<file path="config.mk">
export PLATFORM = sky130hd
export DESIGN_NAME = chess_clock_controller_flat
export DESIGN_NICKNAME = d
export VERILOG_FILES = /design/src/rtl/chess_clock_pkg.sv /design/src/rtl/chess_clock_if.sv /design/src/rtl/chess_clock_controller_seconds_tick_gen.sv /design/src/rtl/chess_clock_controller.sv /design/src/flat_wrapper.sv
export SDC_FILE = /design/constraint.sdc
export NUM_CORES = 1
export LEC_CHECK = 0
export CAP_MARGIN = 40
export CORE_ASPECT_RATIO = 1.2
export CORE_MARGIN = 10
export CORE_UTILIZATION = 57
export CTS_BUF_LIST = sky130_fd_sc_hd__clkbuf_16
export CTS_CLUSTER_SIZE = 8
export DETAILED_ROUTE_END_ITERATION = 12
export PLACE_DENSITY_LB_ADDON = 0.25
export SLEW_MARGIN = 30
export SYNTH_ARGS = -nofsm -noshare
export SYNTH_HDL_FRONTEND = slang
export SYNTH_SLANG_ARGS = --single-unit
</file>
<file path="constraint.sdc">
create_clock -name clock -period 4.51 [get_ports clock]
set_input_delay 0.902 -clock clock [delete_from_list [all_inputs] [get_ports clock]]
set_output_delay 0.902 -clock clock [all_outputs]
set_load 0.05 [all_outputs]
</file>
<file path="src/rtl/chess_clock_pkg.sv">
// Shared encodings and helpers for the two-player chess clock.
package chess_clock_pkg;

    typedef logic [2:0] state_t;

    localparam state_t ST_IDLE      = 3'd0;
    localparam state_t ST_RUN_WHITE = 3'd1;
    localparam state_t ST_RUN_BLACK = 3'd2;
    localparam state_t ST_PAUSED    = 3'd3;
    localparam state_t ST_TIMEOUT   = 3'd4;

    localparam logic PLAYER_WHITE = 1'b0;
    localparam logic PLAYER_BLACK = 1'b1;

    function automatic int unsigned max_secs(input int unsigned w);
        return (32'd1 << w) - 32'd1;
    endfunction

    function automatic int unsigned sat_add(
        input int unsigned a,
        input int unsigned b,
        input int unsigned lim
    );
        int unsigned s;
        s = a + b;
        return (s > lim) ? lim : s;
    endfunction

endpackage

</file>
<file path="src/rtl/chess_clock_if.sv">
// Move/control pulses in, clock face state out.
interface chess_clock_if #(
    parameter int TIME_W = 10
);
    logic              start;
    logic              pause;
    logic              move_done_white;
    logic              move_done_black;
    logic [TIME_W-1:0] white_secs;
    logic [TIME_W-1:0] black_secs;
    logic              white_run;
    logic              black_run;
    logic              to_move;
    logic              timeout;
    logic              loser;

    modport master (
        output start, pause, move_done_white, move_done_black,
        input  white_secs, black_secs, white_run, black_run,
        input  to_move, timeout, loser
    );

    modport slave (
        input  start, pause, move_done_white, move_done_black,
        output white_secs, black_secs, white_run, black_run,
        output to_move, timeout, loser
    );
endinterface

</file>
<file path="src/rtl/chess_clock_controller_seconds_tick_gen.sv">
// Prescaler that strobes tick for one cycle every CLOCK_HZ enabled cycles.
module seconds_tick_gen #(
    parameter int CLOCK_HZ = 50_000_000
) (
    input  logic clock,
    input  logic reset,
    input  logic en,
    input  logic clr,
    output logic tick
);
    localparam int CW = (CLOCK_HZ > 1) ? $clog2(CLOCK_HZ) : 1;
    localparam logic [CW-1:0] LAST = CW'(CLOCK_HZ - 1);

    logic [CW-1:0] cnt;

    assign tick = en && (cnt == LAST);

    always_ff @(posedge clock) begin
        if (reset || clr) begin
            cnt <= '0;
        end else if (en) begin
            cnt <= (cnt == LAST) ? '0 : cnt + 1'b1;
        end
    end
endmodule

</file>
<file path="src/rtl/chess_clock_controller.sv">
// Turn sequencer: owns both players' time, switches the running side,
// applies Fischer increment and detects flag fall.
module chess_clock_controller
    import chess_clock_pkg::*;
#(
    parameter int CLOCK_HZ  = 50_000_000,
    parameter int MINUTES   = 5,
    parameter int SECONDS   = 0,
    parameter int INCREMENT = 0,
    parameter int TIME_W    = 10
) (
    input logic          clock,
    input logic          reset,
    chess_clock_if.slave bus
);
    localparam int unsigned MAX      = max_secs(TIME_W);
    localparam int unsigned INIT_RAW = MINUTES * 60 + SECONDS;
    localparam int unsigned INC      = INCREMENT;
    localparam logic [TIME_W-1:0] INIT =
        TIME_W'((INIT_RAW > MAX) ? MAX : INIT_RAW);

    state_t            state;
    state_t            nxt_state;
    logic [TIME_W-1:0] wsecs;
    logic [TIME_W-1:0] bsecs;
    logic [TIME_W-1:0] nxt_w;
    logic [TIME_W-1:0] nxt_b;
    logic              to_move;
    logic              nxt_to_move;
    logic              loser;
    logic              nxt_loser;
    logic              white_run;
    logic              black_run;
    logic              timeout;

    logic              tick;
    logic              clr;
    logic              run;
    logic              active;
    logic              mv;
    logic              flag;
    logic [TIME_W-1:0] cur;
    logic [TIME_W-1:0] dec;
    logic [TIME_W-1:0] upd;
    logic [TIME_W-1:0] nxt_cur;

    seconds_tick_gen #(
        .CLOCK_HZ(CLOCK_HZ)
    ) u_tick (
        .clock(clock),
        .reset(reset),
        .en   (run),
        .clr  (clr),
        .tick (tick)
    );

    always_comb begin
        run    = (state == ST_RUN_WHITE) || (state == ST_RUN_BLACK);
        active = (state == ST_RUN_BLACK);
        mv     = active ? bus.move_done_black : bus.move_done_white;
        cur    = active ? bsecs : wsecs;
        dec    = (tick && cur != '0) ? cur - 1'b1 : cur;
        flag   = tick && (dec == '0);
        upd    = TIME_W'(sat_add(32'(dec), INC, MAX));
        // A flag fall swallows the move: no increment, no turn switch.
        nxt_cur = (mv && !flag) ? upd : dec;
    end

    always_comb begin
        nxt_state   = state;
        nxt_w       = wsecs;
        nxt_b       = bsecs;
        nxt_to_move = to_move;
        nxt_loser   = loser;
        clr         = 1'b0;
        unique case (state)
            ST_IDLE: begin
                if (bus.start) begin
                    nxt_state   = ST_RUN_WHITE;
                    nxt_to_move = PLAYER_WHITE;
                    clr         = 1'b1;
                end
            end
            ST_RUN_WHITE, ST_RUN_BLACK: begin
                if (active) begin
                    nxt_b = nxt_cur;
                end else begin
                    nxt_w = nxt_cur;
                end
                if (flag) begin
                    nxt_state = ST_TIMEOUT;
                    nxt_loser = active;
                end else begin
                    if (mv) begin
                        nxt_to_move = ~active;
                        clr         = 1'b1;
                        nxt_state   = active ? ST_RUN_WHITE
                                             : ST_RUN_BLACK;
                    end
                    if (bus.pause) begin
                        nxt_state = ST_PAUSED;
                    end
                end
            end
            ST_PAUSED: begin
                if (bus.pause) begin
                    nxt_state = (to_move == PLAYER_BLACK) ? ST_RUN_BLACK
                                                          : ST_RUN_WHITE;
                end
            end
            ST_TIMEOUT: begin
                nxt_state = ST_TIMEOUT;
            end
            default: begin
                nxt_state = ST_IDLE;
            end
        endcase
    end

    always_ff @(posedge clock) begin
        if (reset) begin
            state     <= ST_IDLE;
            wsecs     <= INIT;
            bsecs     <= INIT;
            to_move   <= PLAYER_WHITE;
            loser     <= PLAYER_WHITE;
            white_run <= 1'b0;
            black_run <= 1'b0;
            timeout   <= 1'b0;
        end else begin
            state     <= nxt_state;
            wsecs     <= nxt_w;
            bsecs     <= nxt_b;
            to_move   <= nxt_to_move;
            loser     <= nxt_loser;
            white_run <= (nxt_state == ST_RUN_WHITE);
            black_run <= (nxt_state == ST_RUN_BLACK);
            timeout   <= (nxt_state == ST_TIMEOUT);
        end
    end

    assign bus.white_secs = wsecs;
    assign bus.black_secs = bsecs;
    assign bus.white_run  = white_run;
    assign bus.black_run  = black_run;
    assign bus.to_move    = to_move;
    assign bus.timeout    = timeout;
    assign bus.loser      = loser;
endmodule
</file>
<file path="src/flat_wrapper.sv">
// flat-port wrapper written by rule: the top's interface ports become plain ports
module chess_clock_controller_flat import chess_clock_pkg::*;
#(
    parameter int CLOCK_HZ  = 50_000_000,
    parameter int MINUTES   = 5,
    parameter int SECONDS   = 0,
    parameter int INCREMENT = 0,
    parameter int TIME_W    = 10
)
  (clock, reset, bus_start, bus_pause, bus_move_done_white, bus_move_done_black, bus_white_secs, bus_black_secs, bus_white_run, bus_black_run, bus_to_move, bus_timeout, bus_loser);
  chess_clock_if #(.TIME_W(TIME_W)) bus_i ();
  input logic clock;
  input logic reset;
  input wire logic [$bits(bus_i.start)-1:0] bus_start;
  input wire logic [$bits(bus_i.pause)-1:0] bus_pause;
  input wire logic [$bits(bus_i.move_done_white)-1:0] bus_move_done_white;
  input wire logic [$bits(bus_i.move_done_black)-1:0] bus_move_done_black;
  output wire logic [$bits(bus_i.white_secs)-1:0] bus_white_secs;
  output wire logic [$bits(bus_i.black_secs)-1:0] bus_black_secs;
  output wire logic [$bits(bus_i.white_run)-1:0] bus_white_run;
  output wire logic [$bits(bus_i.black_run)-1:0] bus_black_run;
  output wire logic [$bits(bus_i.to_move)-1:0] bus_to_move;
  output wire logic [$bits(bus_i.timeout)-1:0] bus_timeout;
  output wire logic [$bits(bus_i.loser)-1:0] bus_loser;
  assign bus_i.start = bus_start;
  assign bus_i.pause = bus_pause;
  assign bus_i.move_done_white = bus_move_done_white;
  assign bus_i.move_done_black = bus_move_done_black;
  assign bus_white_secs = bus_i.white_secs;
  assign bus_black_secs = bus_i.black_secs;
  assign bus_white_run = bus_i.white_run;
  assign bus_black_run = bus_i.black_run;
  assign bus_to_move = bus_i.to_move;
  assign bus_timeout = bus_i.timeout;
  assign bus_loser = bus_i.loser;
  chess_clock_controller #(.CLOCK_HZ(CLOCK_HZ), .MINUTES(MINUTES), .SECONDS(SECONDS), .INCREMENT(INCREMENT), .TIME_W(TIME_W)) u_core (.clock(clock), .reset(reset), .bus(bus_i));
endmodule
</file>
== Yosys cells after proc, flatten, opt, wreduce, memory -nomap -nowiden ==
Index checks and enable logic that the tools add are counted.
Word-level totals
  flip-flop bits (word level): 54
  input bits: 6
  output and inout bits: 25
  logic and storage cells: 62
Operators by class
  $add $sub $neg: 2
  order comparisons: 1
  eq/ne operators: 11
  muxes and demuxes: 22
  bitwise gates (word level): 1
  reductions and logical operators: 16
Operator list (count)
  $mux W10: 4
  $add A26 B1 Y26 const B: 1
  $eq A26 B26 Y1 const B: 1
  $mux W26: 1
  $mux W3: 5
  $pmux W3 S4: 1
  $gt A10 B10 Y1 const B: 1
  $logic_not A10 Y1: 1
  $reduce_bool A10 Y1: 1
  $sub A10 B1 Y10 const B: 1
  $eq A3 B2 Y1 const B: 3
  $mux W1: 7
  $eq A3 B1 Y1 const B: 2
  $eq A3 B3 Y1 const B: 2
  $reduce_and A2 Y1: 3
  $logic_and A1 B1 Y1: 4
  $mux W2: 2
  $ne A2 B2 Y1 const B: 2
  $pmux W1 S2: 2
  $reduce_and A4 Y1: 1
  $logic_not A3 Y1: 1
  $logic_or A1 B1 Y1: 2
  $ne A2 B1 Y1 const B: 1
  $reduce_bool A2 Y1: 1
  other kinds (3): 3

== Depth between registers and ports, before layout ==
Gate-level depths: netlist of the first run.
  word-level depth: 10
  gate-level depth with buffers: 13
  gate-level depth less buffers: 9

== Modules after synthesis ==
From an unflattened synthesis of the first run, not the netlist that was laid out.
Second synthesis, totals
  cells, all modules: 378
  area total of the unflattened synthesis: 3141.8 um2
By module, submodules not included
  chess_clock_controller: instances 1, cells an instance 217, area each 1803.0 um2, seq. area each 560.5 um2
  seconds_tick_gen: instances 1, cells an instance 161, area each 1338.8 um2, seq. area each 520.5 um2

== Worst setup path before layout of the first run ==
OpenSTA, ideal clock, no wires.
  kind: register to register
  start: register u_core.u_tick.cnt[18]
  end: register u_core.u_tick.cnt[18]
  setup time: 0.076 ns
  data arrival time: 3.173 ns
  data required time: 4.434 ns
  setup slack: 1.261 ns
  stages on the path, launching flop included: 11
  path buffers: 1
  clock period less this slack: 3.249 ns
  path through: dfxtp_1 or4b_4 nor4_4 nand4_4 or4_1 xnor2_1 a2111o_2 o2bb2ai_2 a21oi_4 buf_6 nor3_2
On the way
  word-level cells in the longest chain between the ends: 9
  elaborated cells on any way between the ends: 11
  classes of those cells: add/sub (1); eq/ne (1); mux (4); reduce/logical (5)
Ends and longest elaborated chain
  start, declared: RTL line chess_clock_controller_seconds_tick_gen.sv:14  | logic [CW-1:0] cnt;
  start signal, assigned: RTL line chess_clock_controller_seconds_tick_gen.sv:22  | cnt <= (cnt == LAST) ? '0 : cnt + 1'b1;
  $eq A26 B26 Y1: RTL line chess_clock_controller_seconds_tick_gen.sv:16, chess_clock_controller_seconds_tick_gen.sv:22
  $logic_and A1 B1 Y1: RTL line chess_clock_controller_seconds_tick_gen.sv:16  | assign tick = en && (cnt == LAST);
  $logic_and A1 B1 Y1: RTL line chess_clock_controller.sv:62  | dec = (tick && cur != '0) ? cur - 1'b1 : cur;
  $mux W10: RTL line chess_clock_controller.sv:62
  $logic_not A10 Y1: RTL line chess_clock_controller.sv:63  | flag = tick && (dec == '0);
  $logic_and A1 B1 Y1: RTL line chess_clock_controller.sv:63
  $mux W1: RTL line chess_clock_controller.sv:90  | if (flag) begin
  $pmux W1 S2: RTL line chess_clock_controller.sv:76  | unique case (state)
  $logic_or A1 B1 Y1: RTL line chess_clock_controller_seconds_tick_gen.sv:19  | if (reset || clr) begin
Parallel ways exist; a longest one is shown, timed or not.
A chain may end at the register's enable or synchronous reset.

== Worst setup path in the final report of the first run ==
  start: register u_core.u_tick.cnt[18]
  end: register u_core.u_tick.cnt[16]
On the way
  word-level cells in the longest chain between the ends: 9
  elaborated cells on any way between the ends: 10
  classes of those cells: eq/ne (1); mux (4); reduce/logical (5)
Ends and longest elaborated chain (RTL line)
  $eq A26 B26 Y1 (*): chess_clock_controller_seconds_tick_gen.sv:16, chess_clock_controller_seconds_tick_gen.sv:22
  $logic_and A1 B1 Y1: chess_clock_controller_seconds_tick_gen.sv:16
  $logic_and A1 B1 Y1: chess_clock_controller.sv:62
  $mux W10: chess_clock_controller.sv:62
  $logic_not A10 Y1: chess_clock_controller.sv:63
  $logic_and A1 B1 Y1: chess_clock_controller.sv:63
  $mux W1: chess_clock_controller.sv:90
  $pmux W1 S2: chess_clock_controller.sv:76
  $logic_or A1 B1 Y1: chess_clock_controller_seconds_tick_gen.sv:19
Every way passes the cells marked *; elsewhere a longest branch is shown, timed or not.

==> results of run 1 <==
## worst paths after layout
kind	end	slack, ns	cells after the start	from
worst max-delay path	u_core.u_tick.cnt[16]	0.82	10	u_core.u_tick.cnt[18]
worst min-delay path	u_core.bus.loser	0.50	2	u_core.bus.loser
worst max register to register	u_core.u_tick.cnt[16]	0.82	10	u_core.u_tick.cnt[18]
worst min register to register	u_core.bus.loser	0.50	2	u_core.bus.loser
## flip-flops by register name, indices dropped and copies added, names as in the netlist
signal                 count
u_core.state               3
u_core.bus.white_secs     10
u_core.bus.timeout         1
u_core.bus.white_run       1
u_core.u_tick.cnt         26
u_core.bus.black_run       1
u_core.bus.to_move         1
u_core.bus.loser           1
u_core.bus.black_secs     10
## critical path, delay by kind of cell (launching register included)
family                 cells  cell delay (ns)
AND/OR/NAND/NOR            5             2.01
AO/OA/AOI/OAI              3             0.87
buffers and inverters      1             0.19
flip-flops                 1             0.36
XOR/XNOR                   1             0.16
## Yosys cell counts, types with 2 or more instances
library cell  instances  area (µm²)
dfxtp_1              54        1080
nor2_1               36         135
nand2_1              29         109
a21oi_1              21         105
nor3_2               21         210
nand3_1              20         100
xor2_1               17         149
nor3_1               15        75.1
xnor2_1              15         131
o21ai_0              11        55.1
and3_1                9        56.3
clkbuf_1              8        30.0
mux2i_1               8        80.1
nand2b_1              7        43.8
nor2b_1               5        31.3
nor4_1                5        31.3
or3_1                 5        31.3
inv_1                 4        15.0
nand4_1               4        25.0
a211oi_1              3        22.5
buf_2                 3        15.0
buf_6                 3        33.8
nor4b_1               3        26.3
o211ai_1              3        22.5
or3b_2                3        26.3
a211oi_2              2        25.0
a21o_1                2        15.0
and2_1                2        12.5
and4_1                2        17.5
o21a_1                2        15.0
o22ai_1               2        12.5
o31ai_1               2        15.0
or2_2                 2        12.5
or4_1                 2        15.0
## final cells by class
cell class / instances / area [µm²] / area share [%]
well taps: 60 / 75.1 / 2.13
multi-input cells: 278 / 1830 / 52.1
inverters: 4 / 15.0 / 0.426
clock inverters: 3 / 41.3 / 1.17
flip-flops and latches: 54 / 1080 / 30.7
repair buffers: 34 / 350 / 9.95
clock buffers: 5 / 125 / 3.55
## where the power goes
group	leakage, nW	internal (mW)	switching (mW)
registers	0.437	0.489	0.0169
clock network	0.0812	0.260	0.173
logic	0.677	0.0726	0.138
total	1.19	0.822	0.327
## metal layers
layer / up-vias / global-route usage, % / part of all wire (%)
met1: 1258 / 19.0 / 42
li1: 1304 / - / -
met3: 24 / 3.02 / 5.3
met2: 84 / 27.2 / 50
met4: 0 / 6.87 / 2.9
met5: - / 0 / 0
## logic make-up after synthesis
group / Yosys count / share of synthesized area, %
adders and majority gates: 1 / 0.415
DFF: 54 / 35.8
muxes: 8 / 2.65
AOI/OAI and AO/OA: 57 / 12.7
xor gates and xnor gates: 32 / 9.29
and+or+nand+nor: 180 / 35.7
buffers and inverters: 20 / 3.48
## cell usage in the layout, fill, tap and decap left out, types with 11 or more instances in the layout
| master | n |
|---|---|
| nor3_2 | 21 |
| nor3_1 | 15 |
| xnor2_1 | 15 |
| clkdlybuf4s50_1 | 30 |
| o21ai_0 | 11 |
| nor2_1 | 36 |
| dfxtp_1 | 54 |
| nand2_1 | 29 |
| xor2_1 | 17 |
| a21oi_1 | 21 |
| nand3_1 | 20 |
## metrics by stage
step	total power, mW	instance area (µm²)	instances	utilization [%]	setup WS, ns
after floorplan	0.668	3020	352	-	1.26
after global placement	0.714	3330	429	65.9	0.959
after detailed placement	0.717	3330	429	65.9	0.870
after CTS	1.14	3490	437	69.2	0.840
after global routing	1.20	3520	438	69.8	0.634
final	1.15	3520	438	69.8	0.815
==> results.py, run 1 <==
metrics = {
    "clock_network": {
        "hold_buffers": 0,
        "cts-root-buf": "clkbuf_16",
        "cts_resized": 0,
        "cts_tree": "yes",
        "clk_latency_ns": 0.29,
        "h-tree-depth": 2,
        "cts_sinks": 54,
        "clk_pin_slew_worst_paths_ns": 0.07,
        "post_cts_buffers": 0,
        "cts_buffers": 5,
        "cts_buffer_depth": 2,
    },
    "critical_path": {
        "end_kind": "flip-flop",
        "path_cells": "or4b_4, nor4_4, nand4_4, or4_1, xnor2_1, a2111o_2, o2bb2ai_2, a21oi_4, buf_16, nor4_1",
        "crit_slowest_cell": "or4_1",
        "crit_type": "flip-flop to flip-flop",
        "crit_required_ns": 4.71,
        "worstPathArrival_ns": 3.89,
        "max_stage_delay_ns": 0.62,
        "cp-start-kind": "flip-flop",
        "cp_max_fo": 19,
    },
    "logic_synthesis": {
        "synth_ff_type": "dfxtp_1",
        "ys_ff_latch": 54,
        "synth.avg_cell_area_um2": 8.57,
        "syn_inst": 352,
        "synthDistinctLibCells": 56,
        "synth_area_um2": 3020,
        "synth-edff-count": 0,
        "synth_nets": 359,
        "synth_warnings": 0,
        "ys_seq_area_share_pct": 35.8,
        "async_reset_ff_share_pct": 0,
    },
    "sta": {
        "period_share_pct": 81.9,
        "worstMarginPinSlew_ns": 0.720,
        "rsz0062_at_grt": "no",
        "hold_violations": 0,
        "fin_setup_tns_ns": 0,
        "min_period_ns": 3.69,
        "setup_viol": 0,
        "timing.fmax_ghz": 0.271,
        "finClkSkew_ns": 0.00770,
        "drv_slew": 0,
        "fin_hold_ws_ns": 0.502,
        "max_slew_margin_pct": 51.6,
    },
    "die": {
        "dieArea_um2": 8620,
        "initial_utilization_pct": 59.8,
        "die_x_um": 86.4,
        "rows": 28,
        "die_height_um": 99.7,
        "core-area_um2": 5040,
        "ios": 31,
    },
    "drt": {
        "vias_per_cell": 6.10,
        "ant_nets": 0,
        "wl_per_cell_um": 15.7,
        "vias": 2670,
        "totalWireLength_um": 6870,
        "firstDrtPassIters": 5,
        "drtIter0Drc": 252,
        "drc": 0,
    },
    "placed_design": {
        "io_buffers": 30,
        "hpwl_um": 4910,
        "gp_congestion": 0.839,
    },
    "global_route": {
        "grt_max_degree": 25,
        "grt_pass1_wl_um": 11800,
        "grt_pass1_vias": 2564,
        "grt_antenna_before_repair": 0,
        "grt_usage_pct": 16.0,
        "grt-ovfl-total": 0,
    },
    "hold_path": {
        "hold_class": "flip-flop to flip-flop",
    },
    "layout": {
        "final.fill_count": 438,
        "drive_gt1_share_pct": 13.2,
        "area_growth_pct": 16.7,
        "final_nets": 384,
        "antennaDiodeCount": 0,
    },
    "flow_run": {
        "maxCapViolations": 0,
    },
    "power": {
        "p_leak_nw": 1.19,
        "ir_drop_v": 0.000286,
        "power_density_nw_per_um2": 326,
    },
    "status": {
        "run_status": "finished clean",
    },
}
Power figures use the tool's default switching activity.
==> run 2: changes to the inputs <==
Settings changed: CORE_UTILIZATION 57 to 51.
Clock period 4.51 ns to 3.1 ns, I/O delays scaled along.
==> run 2 against run 1 <==
Clock skew is 0.00082 ns higher. First-iteration DRC count down 33%. Sequential cell count is the same. Via count rose by 5.0%. Sequential share of layout area down 2.7 points. Register-to-register slack worse by 0.77 ns. Die area is 9.2% higher. Worst setup slack worse by 0.77 ns. Routed wire length rose by 12%. Combinational power is 74% higher. Design area is 10% higher. Non-clock buffer count up 36. Critical path type unchanged. Largest cell class unchanged.
==> results.py, run 2 (synthesized netlist as in run 1, its figures left out) <==
metrics = {
    "clock_network": {
        "h-tree-depth": 2,
        "cts_buffer_depth": 2,
        "clk_pin_slew_worst_paths_ns": 0.07,
        "hold_buffers": 0,
        "cts_buffers": 5,
        "cts_tree": "yes",
        "clk_latency_ns": 0.29,
        "cts_sinks": 54,
        "cts-root-buf": "clkbuf_16",
    },
    "placed_design": {
        "hpwl_um": 5530,
        "io_buffers": 30,
        "gp_congestion": 0.922,
    },
    "drt": {
        "ant_nets": 0,
        "vias": 2804,
        "firstDrtPassIters": 4,
        "vias_per_cell": 5.66,
        "totalWireLength_um": 7680,
        "drc": 0,
        "drtIter0Drc": 168,
        "wl_per_cell_um": 15.5,
    },
    "global_route": {
        "grt-ovfl-total": 0,
        "grt_usage_pct": 16.0,
        "grt_pass1_wl_um": 12800,
        "grt_antenna_before_repair": 0,
        "grt_max_degree": 24,
        "grt_pass1_vias": 2832,
    },
    "layout": {
        "final_nets": 422,
        "final_common_cell": "dfxtp_1",
        "final.fill_count": 490,
        "multi_input_area_um2": 1940,
        "drive_gt1_share_pct": 22.9,
        "antennaDiodeCount": 0,
        "final_cell_mix": "52 x dfxtp_1, 39 x buf_4, 36 x nor2_1",
        "largest_reg_flops": 26,
        "area_growth_pct": 28.3,
        "top_register": "u_core.u_tick.cnt",
        "seqCellArea_um2": 1080,
    },
    "sta": {
        "timing.fmax_ghz": 0.328,
        "setup_viol": 0,
        "drv_slew": 0,
        "finClkSkew_ns": 0.00852,
        "min_period_ns": 3.05,
        "fin_setup_tns_ns": 0,
        "max_slew_margin_pct": 58.2,
        "hold_violations": 0,
        "rsz0062_at_grt": "yes",
        "worstMarginPinSlew_ns": 0.624,
        "period_share_pct": 98.4,
    },
    "die": {
        "dieArea_um2": 9410,
        "core-area_um2": 5710,
        "initial_utilization_pct": 52.9,
        "die_height_um": 104,
        "die_x_um": 90.2,
        "rows": 30,
        "ios": 31,
    },
    "critical_path": {
        "worstPathArrival_ns": 3.20,
        "crit_type": "flip-flop to flip-flop",
        "cp_max_fo": 8,
        "r2r-end": "u_core.state[0]",
        "rrSetupSlack_ns": 0.05,
        "cp-start-kind": "flip-flop",
        "worst-r2r-cell-count": 9,
        "crit_required_ns": 3.25,
        "crit_start": "u_core.u_tick.cnt[18]",
        "end_kind": "flip-flop",
        "r2r-start": "u_core.u_tick.cnt[18]",
    },
    "power": {
        "ir_drop_v": 0.000313,
        "finalPower_mw": 1.63,
        "power_density_nw_per_um2": 420,
        "p_leak_nw": 1.38,
    },
    "hold_path": {
        "worstHoldStart": "u_core.u_tick.cnt[1]",
        "hold_end": "u_core.u_tick.cnt[1]",
        "hold_class": "flip-flop to flip-flop",
        "min_path_cells": 2,
    },
    "status": {
        "run_status": "finished clean",
    },
    "flow_run": {
        "maxCapViolations": 0,
    },
}
## run 2: cell count changes in the layout (fill, tap and decap cells not counted), sizes merged
cell      before  now
inv            5    6
buf            4   40
bufinv         1    0
a21oi         23   25
clkinvlp       1    0
## run 2: critical path, stage by stage (launching register included)
cell and delay [ns]:
dfxtp_2 0.32, or4b_4 0.55, nor4_4 0.22, nand4_4 0.14, or4_4 0.54, mux2i_1 0.14
a2111o_2 0.40, or2_1 0.35, nand2_1 0.14, a21oi_1 0.11
## run 2: repair_timing
item,CTS,global route
resized for setup,6,11
setup endpoints to repair,29,34
gates cloned,2,0
setup buffers,3,2
pin swaps,9,4
## run 2: worst max path at each step
stage,to,slack [ns],depth (start not counted)
global route,u_core.state[0],-0.12,9
floorplan,u_core.bus.loser,0.004,10
global placement,u_core.u_tick.cnt[17],-0.06,9
finish,u_core.state[0],0.05,9
CTS,u_core.u_tick.cnt[21],-0.04,10
detailed placement,u_core.u_tick.cnt[25],-0.19,9
## run 2: final cells by class
type / instances / share of cell area (%)
Sequential cell: 54 / 28.0
Multi-Input combinational cell: 280 / 50.0
Clock buffer: 5 / 3.23
Clock inverter: 2 / 0.194
Inverter: 4 / 0.388
Tap cell: 80 / 2.59
Timing Repair Buffer: 70 / 15.6
## run 2: power by group
group | total [mW] | internal (mW) | switching (mW)
clock | 0.523 | 0.289 | 0.234
sequential | 0.737 | 0.712 | 0.0254
combinational | 0.366 | 0.135 | 0.232
total | 1.63 | 1.14 | 0.491
## run 2: through the flow
step                      instance area (µm²)  cells  hold slack (ns)  util [%]  setup WS [ns]
after floorplan                          3030    352            0.462         -        0.00387
after global routing                     3870    495            0.511      67.9         -0.121
final                                    3870    495            0.495      67.9         0.0491
after detailed placement                 3600    481            0.490      63.2         -0.191
after CTS                                3800    493            0.505      66.7        -0.0445
after global placement                   3600    481            0.472      63.2        -0.0573
## run 2: metal layers
layer / share of wire, % / wire, µm / global-route usage [%]
met5: 0 / 0 / 0
met4: 2.5 / 192 / 7.97
met3: 4.7 / 364 / 3.83
met2: 51 / 3910 / 28.3
met1: 42 / 3220 / 17.4
